### src/rtl/multicycle_alu.sv
// multicycle_alu: handshaked ALU. Add, sub, the shifts and the reserved
// selects finish in one cycle. Mul, div and the squares run one shift-add
// or restoring-subtract step per cycle for WIDTH cycles.
module multicycle_alu #(
  parameter int WIDTH = 8
) (
  input  logic             clk,
  input  logic             reset_n,
  input  logic             in_valid,
  output logic             in_ready,
  input  logic [WIDTH-1:0] op_a,
  input  logic [WIDTH-1:0] op_b,
  input  logic [3:0]       alu_sel,
  output logic             out_valid,
  input  logic             out_ready,
  output logic [WIDTH-1:0] result,
  output logic [WIDTH-1:0] result_hi,
  output logic             carry,
  output logic             zero,
  output logic             div_zero
);

  localparam int CW = $clog2(WIDTH + 1);

  typedef enum logic [1:0] {IDLE, BUSY, DONE} state_t;

  state_t           state_q, state_d;
  logic [3:0]       sel_q, sel_d;
  logic [WIDTH-1:0] opnd_q, opnd_d;   // multiplicand or divisor
  logic [WIDTH-1:0] acc_q, acc_d;     // upper product / partial remainder
  logic [WIDTH-1:0] lo_q, lo_d;       // multiplier / dividend, becomes low product / quotient
  logic [CW-1:0]    cnt_q, cnt_d;
  logic [WIDTH-1:0] result_q, result_d;
  logic [WIDTH-1:0] hi_q, hi_d;
  logic             carry_q, carry_d;
  logic             zero_q, zero_d;
  logic             div_zero_q, div_zero_d;

  logic [WIDTH:0]   add_w, sub_w;
  logic [WIDTH-1:0] sc_result;
  logic             sc_carry;
  logic             is_multi;

  logic [WIDTH:0]   mul_sum;
  logic [WIDTH:0]   div_shift;
  logic [WIDTH-1:0] div_diff;
  logic             div_ge;
  logic             is_div;

  // Single-cycle results straight from the input operands (used on accept).
  always_comb begin
    add_w     = {1'b0, op_a} + {1'b0, op_b};
    sub_w     = {1'b0, op_a} - {1'b0, op_b};
    sc_result = {1'b1, {(WIDTH-1){1'b0}}};
    sc_carry  = 1'b0;
    is_multi  = 1'b0;
    case (alu_sel)
      4'd0: begin
        sc_result = add_w[WIDTH-1:0];
        sc_carry  = add_w[WIDTH];
      end
      4'd1: begin
        sc_result = sub_w[WIDTH-1:0];
        sc_carry  = sub_w[WIDTH];          // top bit of the extended difference is the borrow
      end
      4'd2, 4'd3, 4'd6, 4'd7: is_multi = 1'b1;
      4'd4: begin
        sc_result = {op_a[WIDTH-2:0], 1'b0};
        sc_carry  = op_a[WIDTH-1];
      end
      4'd5: begin
        sc_result = {1'b0, op_a[WIDTH-1:1]};
        sc_carry  = op_a[0];
      end
      default: ;
    endcase
  end

  // One iteration step: shift-add for multiply, restoring subtract for divide.
  always_comb begin
    is_div    = (sel_q == 4'd3);
    mul_sum   = {1'b0, acc_q} + (lo_q[0] ? {1'b0, opnd_q} : {(WIDTH+1){1'b0}});
    div_shift = {acc_q, lo_q[WIDTH-1]};
    div_ge    = (div_shift >= {1'b0, opnd_q});
    // When div_ge holds the true difference is below the divisor, so the low
    // WIDTH bits of the subtraction are exact.
    div_diff  = div_shift[WIDTH-1:0] - opnd_q;
  end

  // Next-state and datapath register updates for the IDLE/BUSY/DONE control.
  always_comb begin
    state_d    = state_q;
    sel_d      = sel_q;
    opnd_d     = opnd_q;
    acc_d      = acc_q;
    lo_d       = lo_q;
    cnt_d      = cnt_q;
    result_d   = result_q;
    hi_d       = hi_q;
    carry_d    = carry_q;
    zero_d     = zero_q;
    div_zero_d = div_zero_q;
    case (state_q)
      IDLE: begin
        if (in_valid) begin
          sel_d = alu_sel;
          if (is_multi) begin
            acc_d   = '0;
            cnt_d   = CW'(WIDTH);
            state_d = BUSY;
            case (alu_sel)
              4'd2: begin opnd_d = op_a; lo_d = op_b; end
              4'd3: begin opnd_d = op_b; lo_d = op_a; end
              4'd6: begin opnd_d = op_a; lo_d = op_a; end
              default: begin opnd_d = op_b; lo_d = op_b; end
            endcase
          end else begin
            result_d   = sc_result;
            hi_d       = '0;
            carry_d    = sc_carry;
            zero_d     = (sc_result == '0);
            div_zero_d = 1'b0;
            state_d    = DONE;
          end
        end
      end
      BUSY: begin
        if (cnt_q != '0) begin
          cnt_d = cnt_q - 1'b1;
          if (is_div) begin
            acc_d = div_ge ? div_diff : div_shift[WIDTH-1:0];
            lo_d  = {lo_q[WIDTH-2:0], div_ge};
          end else begin
            acc_d = mul_sum[WIDTH:1];
            lo_d  = {mul_sum[0], lo_q[WIDTH-1:1]};
          end
        end else begin
          result_d   = lo_q;
          hi_d       = acc_q;
          zero_d     = (lo_q == '0);
          carry_d    = is_div ? 1'b0 : (acc_q != '0);
          div_zero_d = is_div && (opnd_q == '0);
          state_d    = DONE;
        end
      end
      DONE: begin
        if (out_ready) state_d = IDLE;
      end
      default: state_d = IDLE;
    endcase
  end

  // State and datapath registers with synchronous active-low reset.
  always_ff @(posedge clk) begin
    if (!reset_n) begin
      state_q    <= IDLE;
      sel_q      <= '0;
      opnd_q     <= '0;
      acc_q      <= '0;
      lo_q       <= '0;
      cnt_q      <= '0;
      result_q   <= '0;
      hi_q       <= '0;
      carry_q    <= 1'b0;
      zero_q     <= 1'b0;
      div_zero_q <= 1'b0;
    end else begin
      state_q    <= state_d;
      sel_q      <= sel_d;
      opnd_q     <= opnd_d;
      acc_q      <= acc_d;
      lo_q       <= lo_d;
      cnt_q      <= cnt_d;
      result_q   <= result_d;
      hi_q       <= hi_d;
      carry_q    <= carry_d;
      zero_q     <= zero_d;
      div_zero_q <= div_zero_d;
    end
  end

  assign in_ready  = (state_q == IDLE);
  assign out_valid = (state_q == DONE);
  assign result    = result_q;
  assign result_hi = hi_q;
  assign carry     = carry_q;
  assign zero      = zero_q;
  assign div_zero  = div_zero_q;

endmodule
### config.mk
export PLATFORM = sky130hd
export DESIGN_NAME = multicycle_alu
export DESIGN_NICKNAME = d
export VERILOG_FILES = /design/src/rtl/multicycle_alu.sv
export SDC_FILE = /design/constraint.sdc
export NUM_CORES = 1
export LEC_CHECK = 0
export ABC_AREA = 0
export CAP_MARGIN = 10
export CORE_MARGIN = 1
export CORE_UTILIZATION = 40
export DETAILED_ROUTE_END_ITERATION = 6
export GPL_ROUTABILITY_DRIVEN = 1
export PLACE_DENSITY_LB_ADDON = 0.25
export SLEW_MARGIN = 20
export SYNTH_ARGS = -nofsm -noshare
export SYNTH_HDL_FRONTEND = slang
export SYNTH_SLANG_ARGS = --single-unit
### constraint.sdc
create_clock -name clk -period 7.5 [get_ports clk]
set_input_delay 1.125 -clock clk [delete_from_list [all_inputs] [get_ports clk]]
set_output_delay 1.125 -clock clk [all_outputs]
set_load 0.01 [all_outputs]
Yosys cells after proc, flatten, opt, wreduce, memory -nomap -nowiden
Cells that the tools add are included.
{"block": "classes", "n_addsub": 5, "magnitude_cmp": 1, "eq_ne": 16, "muxes": 47, "n_reduce_logical": 17}
{"cell": "8-bit two-way mux", "count": 18}
{"cell": "8-bit one-hot mux with 2 select lines", "count": 4}
{"cell": "8-bit one-hot mux with 4 select lines", "count": 1}
{"cell": "8-bit zero test", "count": 3}
{"cell": "8-bit by 8-bit adder with 9-bit output", "count": 2}
{"cell": "4-bit by 3-bit == test with 1-bit output, second input constant", "count": 4}
{"cell": "4-bit by 2-bit == test with 1-bit output, second input constant", "count": 3}
{"cell": "4-bit two-way mux", "count": 3}
{"cell": "1-bit two-way mux", "count": 11}
{"cell": "9-bit by 8-bit >= comparator with 1-bit output", "count": 1}
{"cell": "8-bit by 8-bit subtractor with 9-bit output", "count": 1}
{"cell": "2-bit two-way mux", "count": 4}
{"cell": "2-bit != test, second input constant", "count": 4}
{"cell": "4-bit one-hot mux with 2 select lines", "count": 1}
{"cell": "4-bit AND reduction", "count": 2}
{"cell": "8-bit nonzero test", "count": 1}
{"cell": "8-bit subtractor", "count": 1}
{"cell": "1-bit one-hot mux with 2 select lines", "count": 3}
{"cell": "2-bit one-hot mux with 3 select lines", "count": 1}
{"cell": "3-bit AND reduction", "count": 2}
{"cell": "4-bit by 1-bit == test with 1-bit output, second input constant", "count": 1}
{"cell": "4-bit zero test", "count": 1}
{"cell": "2-bit by 1-bit != test with 1-bit output, second input constant", "count": 2}
{"cell": "1-bit one-hot mux with 4 select lines", "count": 1}
{"cell": "10 further kinds", "count": 11}
{"block": "totals", "reg_bits": 53, "out_inout_bits": 21}

Logic depth before layout (Yosys ltp)
{"block": "logic_depth", "word_depth": 6, "ltp_mapped": 11}

Worst setup path after synthesis
No wires, ideal clock.
{"block": "synth_path", "kind": "input port to flip-flop", "startpoint": "input op_a[0]", "endpoint": "register zero_q, in the netlist zero", "t_arrival_ps": 2939, "t_required_ps": 7404, "slack_ps": 4466, "stages": 9, "path_buffers": 0, "cell_sequence": "inv_1 > ha_1 > inv_1 > fa_1 > mux4_2 > nor2_1 > o2111ai_1 > or3_1 > o41ai_2"}
{"block": "synth_between", "elab_chain_cells": 6}
{"element": "start: declaration", "line": "11", "source": "input logic [WIDTH-1:0] op_a,"}
{"element": "8-bit by 8-bit subtractor with 9-bit output / 8-bit by 8-bit adder with 9-bit output (equally long branches)", "line": "53, 52"}
{"element": "8-bit one-hot mux with 4 select lines (*)", "line": "57", "source": "case (alu_sel)"}
{"element": "8-bit zero test (*)", "line": "121", "source": "zero_d = (sc_result == '0);"}
{"element": "1-bit two-way mux (*)", "line": "107", "source": "if (is_multi) begin"}
{"element": "1-bit two-way mux (*)", "line": "105", "source": "if (in_valid) begin"}
{"element": "1-bit one-hot mux with 2 select lines (*)", "line": "103", "source": "case (state_q)"}
{"element": "end signal: assignment", "line": "177", "source": "zero_q <= zero_d;"}
{"element": "end: declaration", "line": "36", "source": "logic zero_q, zero_d;"}
Every way passes the cells marked *; elsewhere a longest branch is shown, timed or not. The select of a mux whose other input is x is not followed.
A chain may end at the register's enable or synchronous reset.

Final worst setup path
Ends and elaborated chain as after synthesis.

==> flow_summary.json <==
{
  "status": "finished clean",
  "hold_class": "flop to flop",
  "post-route-cell-area_mm2": 0.004895,
  "grt_use_met3_pct": 2.682,
  "startpoint_type": "input pin",
  "syn_area_mm2": 0.004257,
  "cts_tree": "built",
  "port_buffers": 44,
  "area_growth_pct": 14.99,
  "ant_nets": 0,
  "fp.dieW_um": 105.2,
  "critical_path.most_common_cell": "inv_1",
  "synthesis.nets": 609,
  "clockRootBuffer": "clkbuf_8",
  "ys_warn_count": 0,
  "critPathMaxFanout": 6,
  "max_freq_ghz": 0.2849,
  "cts_buffers": 5,
  "post-cts-setup-buffers": 0,
  "hpwl_um": 8984,
  "grt_pass1_wl_um": 20260,
  "gp_congestion": 0.8813,
  "grt.total_usage_pct": 22.71,
  "avgSynthCellArea_um2": 7.796,
  "ys_seq_area_share_pct": 24.93,
  "numClockSinks": 53,
  "wl_per_cell_um": 16.82,
  "fillerInstances": 1040,
  "grt_pass1_vias": 4005,
  "worstMarginPinSlew_ns": 1.003,
  "reg2reg_depth": 9,
  "place_area_mm2": 0.004782,
  "vdd_ir_drop_max_uv": 73.60,
  "clk_latency_ns": 0.32,
  "ctsHoldBuffers": 0,
  "slowest_delay_ns": 0.59,
  "internal-power_mw": 0.4694,
  "leakagePower_nw": 1.921,
  "p_total_mw": 0.6800,
  "cp-end-kind": "flop",
  "final_net_count": 637,
  "crit_arrival_ns": 3.73,
  "diodes": 0,
  "rsz0062_at_grt": "false",
  "vias": 4135,
  "netlist_instances": 546,
  "drive_above_1_share_pct": 4.696,
  "synth_seq_cells": 53,
  "ys_types": 67,
  "slew_violations": 0,
  "grt.met1_usage_pct": 32.50,
  "synth-edff-count": 0,
  "layout_common_cells": "nand2_1 (72), dfxtp_1 (53), clkdlybuf4s50_1 (44)",
  "finalWirelength_um": 11960,
  "grt.overflow.total": 0,
  "fp.dieH_um": 105.2,
  "comb_power_share_pct": 26.1,
  "path_cells": "clkdlybuf4s50_1, inv_1, ha_1, inv_1, fa_1, mux4_2, nor2_1, o2111ai_1, or3_1, o41ai_2",
  "synth_ff_type": "dfxtp_1",
  "slowest_stage": "clkdlybuf4s50_1",
  "synthArstFlopShare_pct": 0,
  "seq_power_share_pct": 44.3,
  "viasPerCell": 5.816,
  "timing.final.crit_share_pct": 46.80,
  "grt_antenna_before_repair": 0,
  "fin_worst_skew_ns": 0.01355,
  "clkTransAtPathRegs_ns": 0.10,
  "maxCapViolCount": 0,
  "switching_power_mw": 0.2106,
  "setup_viol": 0,
  "switching_share_pct": 30.97,
  "slew_headroom_pct": 32.89,
  "layout_commonest_cell": "nand2_1",
  "first_pass_iters": 5,
  "worstPathRequired_ns": 7.72,
  "row_count": 37,
  "remaining_drc_errors": 0,
  "finalHoldViolations": 0,
  "met2_usage_pct": 36.47,
  "dieArea_mm2": 0.01106,
  "period_needed_ns": 3.510,
  "path_class": "input pin to flop",
  "power_density_mw_per_mm2": 138.9,
  "fin_tns_setup_ns": 0,
  "hold_depth": 2,
  "grt_max_degree": 51,
  "io_pins": 45,
  "grt-busiest-layer": "met2",
  "htreeDepth": 2,
  "initial_core_util_pct": 41.23,
  "ctsLongestPathBuffers": 2,
  "power_frac_clock_pct": 29.6,
  "core_region_area_mm2": 0.01032,
  "drt_iter0_markers": 215,
  "post_cts_resized": 0
}
-- path summary, 6_finish.rpt --
path             start         to  slack [ns]
max reg2reg  opnd_q[1]   acc_q[1]        4.73
min          result[7]  result[7]        0.46
max            op_a[0]       zero        3.99
min reg2reg  result[7]  result[7]        0.46
-- sequential cells by signal, summed over array words and instances (netlist names) --
signal,count
acc_q,8
lo_q,8
opnd_q,8
result,8
result_hi,8
cnt_q,4
sel_q,4
state_q,2
carry,1
div_zero,1
zero,1
-- power by group through the flow --
stage / clock, mW / combinational [mW] / sequential (mW)
final: 0.201 / 0.178 / 0.301
after global routing: 0.220 / 0.196 / 0.303
after CTS: 0.210 / 0.176 / 0.301
after detailed placement: 0 / 0.175 / 0.307
after global placement: 0 / 0.175 / 0.307
after floorplan: 0 / 0.116 / 0.306
-- cell families after synthesis --
logic type | count (synthesis) | synth area share (%)
xor gates and xnor gates | 16 | 3.292
AOI/OAI and AO/OA | 162 | 26.48
adders and majority gates | 39 | 12.17
muxes | 19 | 4.879
DFF | 53 | 24.93
buffers and inverters | 59 | 5.761
and+or+nand+nor | 198 | 22.49
-- final cells by class --
| cell class | instances | area [um^2] | area share, % |
|---|---|---|---|
| repair buffers | 50 | 485.5 | 9.918 |
| inverters | 30 | 112.6 | 2.301 |
| clock inverters | 3 | 43.79 | 0.8947 |
| multi-input cells | 434 | 2953 | 60.33 |
| well taps | 136 | 170.2 | 3.476 |
| flip-flops and latches | 53 | 1061 | 21.68 |
| clock buffers | 5 | 68.82 | 1.406 |
-- routing by layer --
metal  up-vias  part of all wire, %  routed length [um]
li1       2032                    -                   -
met1      1947                   49                5851
met2       137                   44                5312
met3        19                  5.2                 627
met4         0                  1.4                 167
met5         -                    0                   0
-- cell usage after synthesis, types with 7 or more instances --
master / n / area share (%)
ha_1: 35 / 10
o21ai_0: 26 / 3.1
nand2_1: 72 / 6.3
a311oi_1: 7 / 1.4
nand3_1: 18 / 2.1
mux2i_1: 14 / 3.3
and2_1: 11 / 1.6
nor2b_1: 16 / 2.4
nor2_1: 35 / 3.1
dfxtp_1: 53 / 25
clkbuf_1: 16 / 1.4
nor4_1: 7 / 1.0
inv_1: 30 / 2.6
nor3_1: 11 / 1.3
o221ai_1: 8 / 1.6
xnor2_1: 11 / 2.3
buf_2: 10 / 1.2
a21boi_0: 19 / 3.4
a21oi_1: 35 / 4.1
-- critical path: cells and delay by family --
family	cells	cell delay, ns
compound gates	2	0.29
simple gates	2	0.47
fa+ha+maj	2	0.60
buf+inv	3	0.74
mux	1	0.48
-- metrics by stage --
step	setup WS, ns	hold WS (ns)	utilization (%)	cells
2_1_floorplan	4.466	0.4434	-	546
3_3_place_gp	3.771	0.4412	46.32	703
3_5_place_dp	3.684	0.4502	46.32	703
4_1_cts	4.015	0.4644	47.41	711
5_1_grt	3.781	0.4800	47.41	711
6_report	3.990	0.4561	47.41	711
Power figures use the tool's default switching activity.
